**src/rtl/id_ex_skid_reg_if.sv**
```systemverilog
// ID->EX stage handshake bundle: decode-side inputs, EX-side outputs, stall controls and counters.
// The slave modport is the register's view; the master modport is the view of whoever drives it.
interface id_ex_skid_reg_if #(
    parameter int CTRL_W    = 16,
    parameter int PAYLOAD_W = 128,
    parameter int CNT_W     = 16
);
    logic                 flush;
    logic                 hazard;
    logic                 in_valid;
    logic                 in_ready;
    logic [CTRL_W-1:0]    in_ctrl;
    logic [PAYLOAD_W-1:0] in_payload;
    logic                 out_valid;
    logic                 out_ready;
    logic [CTRL_W-1:0]    out_ctrl;
    logic [PAYLOAD_W-1:0] out_payload;
    logic [1:0]           occupancy;
    logic                 cnt_clr;
    logic [CNT_W-1:0]     stall_cnt;
    logic [CNT_W-1:0]     bubble_cnt;
    logic [CNT_W-1:0]     flush_cnt;

    modport slave (
        input  flush, hazard, in_valid, in_ctrl, in_payload, out_ready, cnt_clr,
        output in_ready, out_valid, out_ctrl, out_payload, occupancy,
               stall_cnt, bubble_cnt, flush_cnt
    );

    modport master (
        output flush, hazard, in_valid, in_ctrl, in_payload, out_ready, cnt_clr,
        input  in_ready, out_valid, out_ctrl, out_payload, occupancy,
               stall_cnt, bubble_cnt, flush_cnt
    );
endinterface

```
**src/rtl/id_ex_skid_reg.sv**
```systemverilog
// ID->EX pipeline register with valid/ready handshake, 2-entry skid buffer, hazard stall,
// synchronous flush and saturating performance counters.
module id_ex_skid_reg #(
    parameter int CTRL_W      = 16,
    parameter int PAYLOAD_W   = 128,
    parameter int CNT_W       = 16,
    parameter bit CLR_PAYLOAD = 1'b0
) (
    input logic              clk,
    input logic              rst,
    id_ex_skid_reg_if.slave  bus
);
    localparam logic [CNT_W-1:0] CNT_MAX = '1;

    logic                 r_main_valid;
    logic                 r_skid_valid;
    logic [CTRL_W-1:0]    r_main_ctrl;
    logic [CTRL_W-1:0]    r_skid_ctrl;
    logic [PAYLOAD_W-1:0] r_main_payload;
    logic [PAYLOAD_W-1:0] r_skid_payload;
    logic [CNT_W-1:0]     r_stall_cnt;
    logic [CNT_W-1:0]     r_bubble_cnt;
    logic [CNT_W-1:0]     r_flush_cnt;

    logic w_in_ready;
    logic w_acc;
    logic w_pop;

    // in_ready looks only at the registered skid slot, so out_ready never reaches it combinationally.
    assign w_in_ready = ~r_skid_valid & ~bus.hazard & ~bus.flush;
    assign w_acc      = bus.in_valid & w_in_ready;
    assign w_pop      = r_main_valid & bus.out_ready;

    function automatic logic [CNT_W-1:0] sat_inc(input logic [CNT_W-1:0] v, input logic inc);
        return (inc && (v != CNT_MAX)) ? v + CNT_W'(1) : v;
    endfunction

    // NOTE: every register here is state, so it is written with <= only; a blocking write would
    // let later statements in the same block observe the new value and break the slot transfer.
    // NOTE: payload slots are ordinary flops, not a RAM, so they can and do take the async reset.
    always_ff @(posedge clk or posedge rst) begin
        if (rst) begin
            r_main_valid   <= 1'b0;
            r_skid_valid   <= 1'b0;
            r_main_ctrl    <= '0;
            r_skid_ctrl    <= '0;
            r_main_payload <= '0;
            r_skid_payload <= '0;
        end else if (bus.flush) begin
            r_main_valid <= 1'b0;
            r_skid_valid <= 1'b0;
            r_main_ctrl  <= '0;
            r_skid_ctrl  <= '0;
            if (CLR_PAYLOAD) begin
                r_main_payload <= '0;
                r_skid_payload <= '0;
            end
        end else if (w_pop && r_skid_valid) begin
            r_main_ctrl    <= r_skid_ctrl;
            r_main_payload <= r_skid_payload;
            r_skid_valid   <= 1'b0;
            r_skid_ctrl    <= '0;
        end else if (w_acc && (!r_main_valid || w_pop)) begin
            r_main_valid   <= 1'b1;
            r_main_ctrl    <= bus.in_ctrl;
            r_main_payload <= bus.in_payload;
        end else if (w_acc) begin
            r_skid_valid   <= 1'b1;
            r_skid_ctrl    <= bus.in_ctrl;
            r_skid_payload <= bus.in_payload;
        end else if (w_pop) begin
            // Ctrl of a vacated slot is cleared so a stale command can never resurface.
            r_main_valid <= 1'b0;
            r_main_ctrl  <= '0;
        end
    end

    always_ff @(posedge clk or posedge rst) begin
        if (rst) begin
            r_stall_cnt  <= '0;
            r_bubble_cnt <= '0;
            r_flush_cnt  <= '0;
        end else if (bus.cnt_clr) begin
            r_stall_cnt  <= '0;
            r_bubble_cnt <= '0;
            r_flush_cnt  <= '0;
        end else begin
            r_stall_cnt  <= sat_inc(r_stall_cnt, bus.in_valid & ~w_in_ready & ~bus.flush);
            r_bubble_cnt <= sat_inc(r_bubble_cnt, bus.out_ready & ~r_main_valid);
            r_flush_cnt  <= sat_inc(r_flush_cnt, bus.flush);
        end
    end

    assign bus.in_ready    = w_in_ready;
    assign bus.out_valid   = r_main_valid;
    assign bus.out_ctrl    = r_main_valid ? r_main_ctrl : '0;
    assign bus.out_payload = r_main_payload;
    assign bus.occupancy   = {1'b0, r_main_valid} + {1'b0, r_skid_valid};
    assign bus.stall_cnt   = r_stall_cnt;
    assign bus.bubble_cnt  = r_bubble_cnt;
    assign bus.flush_cnt   = r_flush_cnt;
endmodule
```
**src/flat_wrapper.sv**
```systemverilog
// flat-port wrapper written by rule: the top's interface ports become plain ports
module id_ex_skid_reg_flat 
#(
    parameter int CTRL_W      = 16,
    parameter int PAYLOAD_W   = 128,
    parameter int CNT_W       = 16,
    parameter bit CLR_PAYLOAD = 1'b0
)
  (clk, rst, bus_flush, bus_hazard, bus_in_valid, bus_in_ctrl, bus_in_payload, bus_out_ready, bus_cnt_clr, bus_in_ready, bus_out_valid, bus_out_ctrl, bus_out_payload, bus_occupancy, bus_stall_cnt, bus_bubble_cnt, bus_flush_cnt);
  id_ex_skid_reg_if #(.CTRL_W(CTRL_W), .PAYLOAD_W(PAYLOAD_W), .CNT_W(CNT_W)) bus_i ();
  input logic clk;
  input logic rst;
  input wire logic [$bits(bus_i.flush)-1:0] bus_flush;
  input wire logic [$bits(bus_i.hazard)-1:0] bus_hazard;
  input wire logic [$bits(bus_i.in_valid)-1:0] bus_in_valid;
  input wire logic [$bits(bus_i.in_ctrl)-1:0] bus_in_ctrl;
  input wire logic [$bits(bus_i.in_payload)-1:0] bus_in_payload;
  input wire logic [$bits(bus_i.out_ready)-1:0] bus_out_ready;
  input wire logic [$bits(bus_i.cnt_clr)-1:0] bus_cnt_clr;
  output wire logic [$bits(bus_i.in_ready)-1:0] bus_in_ready;
  output wire logic [$bits(bus_i.out_valid)-1:0] bus_out_valid;
  output wire logic [$bits(bus_i.out_ctrl)-1:0] bus_out_ctrl;
  output wire logic [$bits(bus_i.out_payload)-1:0] bus_out_payload;
  output wire logic [$bits(bus_i.occupancy)-1:0] bus_occupancy;
  output wire logic [$bits(bus_i.stall_cnt)-1:0] bus_stall_cnt;
  output wire logic [$bits(bus_i.bubble_cnt)-1:0] bus_bubble_cnt;
  output wire logic [$bits(bus_i.flush_cnt)-1:0] bus_flush_cnt;
  assign bus_i.flush = bus_flush;
  assign bus_i.hazard = bus_hazard;
  assign bus_i.in_valid = bus_in_valid;
  assign bus_i.in_ctrl = bus_in_ctrl;
  assign bus_i.in_payload = bus_in_payload;
  assign bus_i.out_ready = bus_out_ready;
  assign bus_i.cnt_clr = bus_cnt_clr;
  assign bus_in_ready = bus_i.in_ready;
  assign bus_out_valid = bus_i.out_valid;
  assign bus_out_ctrl = bus_i.out_ctrl;
  assign bus_out_payload = bus_i.out_payload;
  assign bus_occupancy = bus_i.occupancy;
  assign bus_stall_cnt = bus_i.stall_cnt;
  assign bus_bubble_cnt = bus_i.bubble_cnt;
  assign bus_flush_cnt = bus_i.flush_cnt;
  id_ex_skid_reg #(.CTRL_W(CTRL_W), .PAYLOAD_W(PAYLOAD_W), .CNT_W(CNT_W), .CLR_PAYLOAD(CLR_PAYLOAD)) u_core (.clk(clk), .rst(rst), .bus(bus_i));
endmodule
```
**config.mk**
```make
export PLATFORM = sky130hd
export DESIGN_NAME = id_ex_skid_reg_flat
export DESIGN_NICKNAME = d
export VERILOG_FILES = /design/src/rtl/id_ex_skid_reg_if.sv /design/src/rtl/id_ex_skid_reg.sv /design/src/flat_wrapper.sv
export SDC_FILE = /design/constraint.sdc
export NUM_CORES = 1
export LEC_CHECK = 0
export ABC_AREA = 0
export BUFFER_PORTS_ARGS = -buffer_cell sky130_fd_sc_hd__clkbuf_2
export CAP_MARGIN = 20
export CORE_ASPECT_RATIO = 1.5
export CORE_UTILIZATION = 30
export DETAILED_ROUTE_END_ITERATION = 6
export PLACE_DENSITY = 0.5
export RECOVER_POWER = 100
export REMOVE_ABC_BUFFERS = 1
export SLEW_MARGIN = 20
export SYNTH_ARGS = -nofsm -noshare
export SYNTH_HDL_FRONTEND = slang
export SYNTH_SLANG_ARGS = --single-unit
```
**constraint.sdc**
```tcl
create_clock -name clk -period 13.2 [get_ports clk]
set_input_delay 3.3 -clock clk [delete_from_list [all_inputs] [get_ports clk]]
set_output_delay 3.3 -clock clk [all_outputs]
set_load 0.01 [all_outputs]
```
==> results_dict.tcl, run 1 <==
set metrics [dict create \
    grt_max_degree 171 \
    synth_xor_area_frac 0.0005904 \
    final_min_period_over_clock_period 0.7264 \
    yosys.area_share.adder 0.003374 \
    ys_warn_count 0 \
    vias 12900 \
    post_cts_buffers 0 \
    finalPower_mw 2.624 \
    violations "capacitance limit, slew limit" \
    final_cell_mix "nand2_1 (653), dfrtp_1 (338), clkbuf_1 (196), clkbuf_2 (160), nor2_1 (142)" \
    max-vdd-ir-drop_mv 0.09104 \
    first_pass_iters 5 \
    run_status "finished, violations left" \
    met1_usage 0.2087 \
    crit_start "bus_out_ready" \
    totalWireLength_microns 44960 \
    finalHoldViolCount 0 \
    worstSkewPairLatency_ns 0.52 \
    cp-endpoint "u_core.r_skid_ctrl[14]$_DFFE_PP0P_" \
    synth.avg_cell_area_sq_um 8.810 \
    clock-root-buffer "clkbuf_16" \
    ys.flop_type "dfrtp_1" \
    max_freq_mhz 104.3 \
    rr_startpoint "u_core.bus.out_valid$_DFFE_PP0P_" \
    syn_to_final_growth_pct 20.97 \
    cp_max_fo 94 \
    ant_nets 0 \
    vias_per_cell 4.858 \
    core_sq_mm 0.04868 \
    r2r_slack_ns 5.73 \
    busiest_layer "met2" \
    dieArea_sq_mm 0.05036 \
    grt_pass1_wl_microns 70060 \
    muxShareOfSynthArea 0.007759 \
    cts_tree "yes" \
    clock_path_buffers 3 \
    slew_violations 667 \
    initial_core_util 0.3048 \
    worst_r2r_path_depth 5 \
    synthSimpleGateAreaFrac 0.2601 \
    htreeDepth 2 \
    whs_ns 0.4643 \
    grt_setup_unrepaired "no" \
    tightestPinTransition_ns 4.803 \
    max_cap_viol_count 10 \
    die_height_microns 274.4 \
    fin_setup_tns_ns 0 \
    use_met3 0.04569 \
    cts-buffers-inserted 37 \
    timing.final.crit_period_ns 9.589 \
    rows 99 \
    use_met2 0.2999 \
    synth_async_sr_flop_share 1.000 \
    setup_viol_count_final 0 \
    grt_pass1_vias 12510 \
    cp.required_ns 13.60 \
    antenna_found_initial 5 \
    synth_top_family_by_area "simple AND/OR/NAND/NOR gates" \
    syn-cell-area_sq_mm 0.01484 \
    cp.arrival_ns 9.99 \
    end_kind "flip-flop" \
    numPortBuffers 346 \
    grt_overflow_total 0 \
    track_usage 0.1758 \
    worst-setup-path-type "in -> reg" \
    powerDensity_mw_per_mm2 146.2 \
    skew_ns 0.01391 \
    cts_resized 0 \
    drive_above_1_share 0.1218 \
    chipWidth_microns 183.6 \
    finalWeightedCongestion 0.7891 \
    ys_seq_area_frac 0.5701 \
    holdBufCountCts 0 \
    syn_inst 1684 \
    layout.nets 2128 \
    clkSlewWorstSetupHoldPaths_ns 0.06 \
    wl_per_cell_microns 16.93 \
    dp_hpwl_microns 28330 \
    first_iter_violations 739 \
    clock_sinks 338 \
    cellLeakagePower_nw 8.398 \
    slew-limit-headroom -2.202 \
    drcViolationCount 0 \
    start_kind "primary input" \
    reg2reg_to "u_core.r_skid_ctrl[14]$_DFFE_PP0P_" \
    hp-class "reg -> reg" \
    ys_seq_elements 338 \
    ios 347 \
    synth-edff-count 0 \
    synth-compound-area-share 0.1226 \
    synthDistinctLibCells 54 \
    final_common_cell "nand2_1" \
]
-- per-stage QoR --
step / cell area (sq um) / worst slack, ns / cells / util
after floorplan: 14360 / 0.5334 / 1573 / -
after global placement: 17070 / 5.817 / 2590 / 0.3506
after detailed placement: 17070 / 5.811 / 2590 / 0.3506
after CTS: 18260 / 5.810 / 2651 / 0.3751
after global routing: 17940 / 3.005 / 2655 / 0.3686
final: 17950 / 3.611 / 2656 / 0.3687
-- worst max-delay path, stage by stage --
cell and delay [ns]:
clkbuf_1 0.36, and3_1 2.37, clkbuf_1 3.12, nor3_1 0.08, buf_4 0.37, a22o_1 0.20
-- worst min path at each step --
stage	startpoint	end	cells after the start
3_5_place_dp	u_core.r_skid_payload[110]$_DFFE_PP0P_	u_core.r_skid_payload[110]$_DFFE_PP0P_	2
5_1_grt	u_core.r_skid_payload[90]$_DFFE_PP0P_	u_core.r_skid_payload[90]$_DFFE_PP0P_	2
6_report	u_core.r_skid_payload[104]$_DFFE_PP0P_	u_core.r_skid_payload[104]$_DFFE_PP0P_	2
4_1_cts	u_core.r_skid_payload[104]$_DFFE_PP0P_	u_core.r_skid_payload[104]$_DFFE_PP0P_	2
3_3_place_gp	u_core.r_skid_payload[107]$_DFFE_PP0P_	u_core.r_skid_payload[107]$_DFFE_PP0P_	2
2_1_floorplan	u_core.r_skid_payload[100]$_DFFE_PP0P_	u_core.r_skid_payload[100]$_DFFE_PP0P_	2
-- cell usage after synthesis (2+ instances only) --
cell,instances,share of area
a21oi_1,31,0.010
a22o_1,15,0.0089
a22oi_1,15,0.0076
a311oi_1,2,0.0012
a31oi_1,130,0.055
and2_1,18,0.0076
and2b_1,2,0.0010
and3_1,4,0.0017
and4_1,3,0.0018
buf_1,4,0.0010
buf_2,51,0.017
clkbuf_1,56,0.014
dfrtp_1,338,0.57
ha_1,4,0.0034
inv_1,12,0.0030
mux2_2,4,0.0030
mux2i_1,7,0.0047
nand2_1,653,0.17
nand3_1,15,0.0051
nand4_1,12,0.0051
nand4_2,2,0.0017
nor2_1,142,0.036
nor2b_1,4,0.0017
nor3_1,10,0.0034
nor4_1,11,0.0046
nor4_2,2,0.0017
o21a_1,2,0.0010
o21ai_0,62,0.021
o311ai_0,3,0.0018
o31a_1,6,0.0035
o31ai_1,11,0.0056
o41ai_1,3,0.0018
or2_2,3,0.0013
or3_1,15,0.0063
or4_1,12,0.0061
or4b_1,2,0.0013
-- routing by layer --
layer	up-vias	wire length (microns)
met1	6257	18210
met2	350	22200
met3	66	3035
met5	-	9
li1	6227	-
met4	2	1506
-- cell type report --
type                            count  area, sq um
Multi-Input combinational cell   1223         5813
Antenna cell                        5        12.51
Fill cell                        5114        30730
Inverter                           12        46.29
Clock buffer                       52         1082
Clock inverter                      9        108.9
Timing Repair Buffer              361         1605
Tap cell                          656        820.8
Sequential cell                   338         8458
-- sequential cells by signal, indices dropped and copies added (netlist names) --
signal,flops
u_core.bus.flush_cnt,16
u_core.bus.bubble_cnt,16
u_core.r_skid_ctrl,16
u_core.bus.out_valid,1
u_core.bus.stall_cnt,16
u_core.r_skid_valid,1
u_core.r_skid_payload,128
u_core.r_main_ctrl,16
u_core.bus.out_payload,128
-- where the power goes --
| part | switching (mW) | internal, mW | total, mW |
|---|---|---|---|
| registers | 0.0812 | 1.18 | 1.26 |
| logic | 0.208 | 0.121 | 0.329 |
| clock network | 0.429 | 0.609 | 1.04 |
-- logic make-up after synthesis --
group                      Yosys count
adders and majority gates            4
buffers and inverters              123
AOI/OAI and AO/OA                  286
and+or+nand+nor                    921
DFF                                338
xor gates and xnor gates             1
muxes                               11
Note: power is estimated with default switching activity, not from simulation.
==> inputs of run 2 (changes only) <==
--- a/config.mk
+++ b/config.mk
@@ -11,7 +11,7 @@
 export CORE_ASPECT_RATIO = 1.5
 export CORE_UTILIZATION = 30
 export DETAILED_ROUTE_END_ITERATION = 6
-export PLACE_DENSITY = 0.5
+export PLACE_DENSITY = 0.49
 export RECOVER_POWER = 100
 export REMOVE_ABC_BUFFERS = 1
 export SLEW_MARGIN = 20
==> constraint.sdc (replaced) <==
create_clock -name clk -period 9.3 [get_ports clk]
set_input_delay 2.325 -clock clk [delete_from_list [all_inputs] [get_ports clk]]
set_output_delay 2.325 -clock clk [all_outputs]
set_load 0.01 [all_outputs]
==> results_dict.tcl, run 2 (synthesis results as in run 1) <==
set metrics [dict create \
    run_status "finished, violations left" \
    violations "capacitance limit, slew limit" \
    grt_pass1_vias 12450 \
    final_min_period_over_clock_period 0.7045 \
    worstSkewPairLatency_ns 0.53 \
    antenna_found_initial 7 \
    numPortBuffers 346 \
    tightestPinTransition_ns 3.505 \
    post_cts_buffers 0 \
    max_freq_mhz 152.6 \
    slew-limit-headroom -1.337 \
    grt_pass1_wl_microns 70090 \
    grt_max_degree 145 \
    cts_tree "yes" \
    core_sq_mm 0.04868 \
    clock_sinks 338 \
    vias_per_cell 4.815 \
    hp-class "reg -> reg" \
    setup_viol_count_final 0 \
    timing.final.crit_period_ns 6.552 \
    layout.nets 2129 \
    holdBufCountCts 0 \
    rr_startpoint "u_core.bus.out_valid$_DFFE_PP0P_" \
    syn_to_final_growth_pct 21.15 \
    clkSlewWorstSetupHoldPaths_ns 0.06 \
    clock_path_buffers 3 \
    finalHoldViolCount 0 \
    reg2reg_to "u_core.r_skid_ctrl[1]$_DFFE_PP0P_" \
    cp_max_fo 70 \
    drcViolationCount 0 \
    max_cap_viol_count 8 \
    fin_ws_ns 2.748 \
    dp_hpwl_microns 28180 \
    max-vdd-ir-drop_mv 0.1573 \
    chipWidth_microns 183.6 \
    worst-setup-path-type "in -> reg" \
    finalPower_mw 3.706 \
    crit_slowest_cell "or4b_1" \
    clock-root-buffer "clkbuf_16" \
    cts-buffers-inserted 37 \
    cp.required_ns 9.66 \
    rows 99 \
    skew_ns 0.01221 \
    track_usage 0.1771 \
    utilization 0.3692 \
    powerDensity_mw_per_mm2 206.2 \
    ios 347 \
    drive_above_1_share 0.1221 \
    ant_nets 0 \
    first_iter_violations 618 \
    crit_start "bus_out_ready" \
    wl_per_cell_microns 16.99 \
    vias 12800 \
    max_stage_delay_ns 1.92 \
    die_height_microns 274.4 \
    totalWireLength_microns 45160 \
    grt_overflow_total 0 \
    cp-endpoint "u_core.r_skid_ctrl[1]$_DFFE_PP0P_" \
    end_kind "flip-flop" \
    fin_setup_tns_ns 0 \
    cp.arrival_ns 6.91 \
    nFillCells 5165 \
    cts_resized 0 \
    final_common_cell "nand2_1" \
    htreeDepth 2 \
    start_kind "primary input" \
    r2r_slack_ns 4.08 \
    crit_chain "clkbuf_1 > and2b_1 > or4b_1 > clkbuf_2 > mux2i_1 > nor3_1" \
    place_ws_ns 3.896 \
    slew_violations 491 \
    dieArea_sq_mm 0.05036 \
    final_cell_mix "nand2_1 (653), dfrtp_1 (338), clkbuf_1 (200), clkbuf_2 (161), nor2_1 (142)" \
    finalWeightedCongestion 0.7875 \
    cellLeakagePower_nw 8.401 \
    grt_setup_unrepaired "no" \
    first_pass_iters 5 \
    initial_core_util 0.3048 \
    worst_r2r_path_depth 5 \
]
## run 2: metrics by stage
step	hold slack, ns	cell area, sq um	instances
4_1_cts	0.4687	18260	2653
6_report	0.4631	17970	2658
3_3_place_gp	0.4484	17080	2590
5_1_grt	0.4892	17970	2658
3_5_place_dp	0.4549	17080	2590
2_1_floorplan	0.4386	14360	1573
## run 2: layer usage
metal  track usage  part of all wire  vias to the layer above  wire length (microns)
li1              -                 -                     6233                      -
met1        0.2101              0.40                     6136                  18240
met2        0.3042              0.49                      346                  22340
met3       0.04529             0.069                       76                   3122
met4       0.06974             0.032                        6                   1428
met5             0           0.00080                        -                     36
## run 2: worst min-delay path by stage
| stage | start | end | slack, ns | cells past startpoint |
|---|---|---|---|---|
| floorplan | u_core.r_skid_payload[100]$_DFFE_PP0P_ | u_core.r_skid_payload[100]$_DFFE_PP0P_ | 0.44 | 2 |
| global placement | u_core.r_skid_payload[98]$_DFFE_PP0P_ | u_core.r_skid_payload[98]$_DFFE_PP0P_ | 0.45 | 2 |
| detailed placement | u_core.r_skid_payload[111]$_DFFE_PP0P_ | u_core.r_skid_payload[111]$_DFFE_PP0P_ | 0.45 | 2 |
| CTS | u_core.r_skid_payload[108]$_DFFE_PP0P_ | u_core.r_skid_payload[108]$_DFFE_PP0P_ | 0.47 | 2 |
| global route | u_core.r_skid_payload[111]$_DFFE_PP0P_ | u_core.r_skid_payload[111]$_DFFE_PP0P_ | 0.49 | 2 |
| finish | u_core.r_skid_payload[93]$_DFFE_PP0P_ | u_core.r_skid_payload[93]$_DFFE_PP0P_ | 0.46 | 2 |
## run 2: power by group
part           switching, mW  internal, mW
clock                  0.603         0.849
combinational          0.293         0.173
sequential             0.120          1.67
total                   1.02          2.69
## run 2: worst max-delay path, delay by kind of cell
family                 cells  cell delay, ns
multiplexers               1            0.30
buffers and inverters      2            1.89
AND/OR/NAND/NOR            3            2.31
## run 2: cell type report
cell class / instances / area [sq um] / area share
tap: 656 / 820.8 / 0.04567
clock buffer: 55 / 1106 / 0.06154
multi-input combinational: 1223 / 5831 / 0.3244
antenna: 4 / 10.01 / 0.0005569
timing repair buffer: 362 / 1630 / 0.09071
sequential: 338 / 8458 / 0.4706
clock inverter: 8 / 71.32 / 0.003968
inverter: 12 / 46.29 / 0.002576
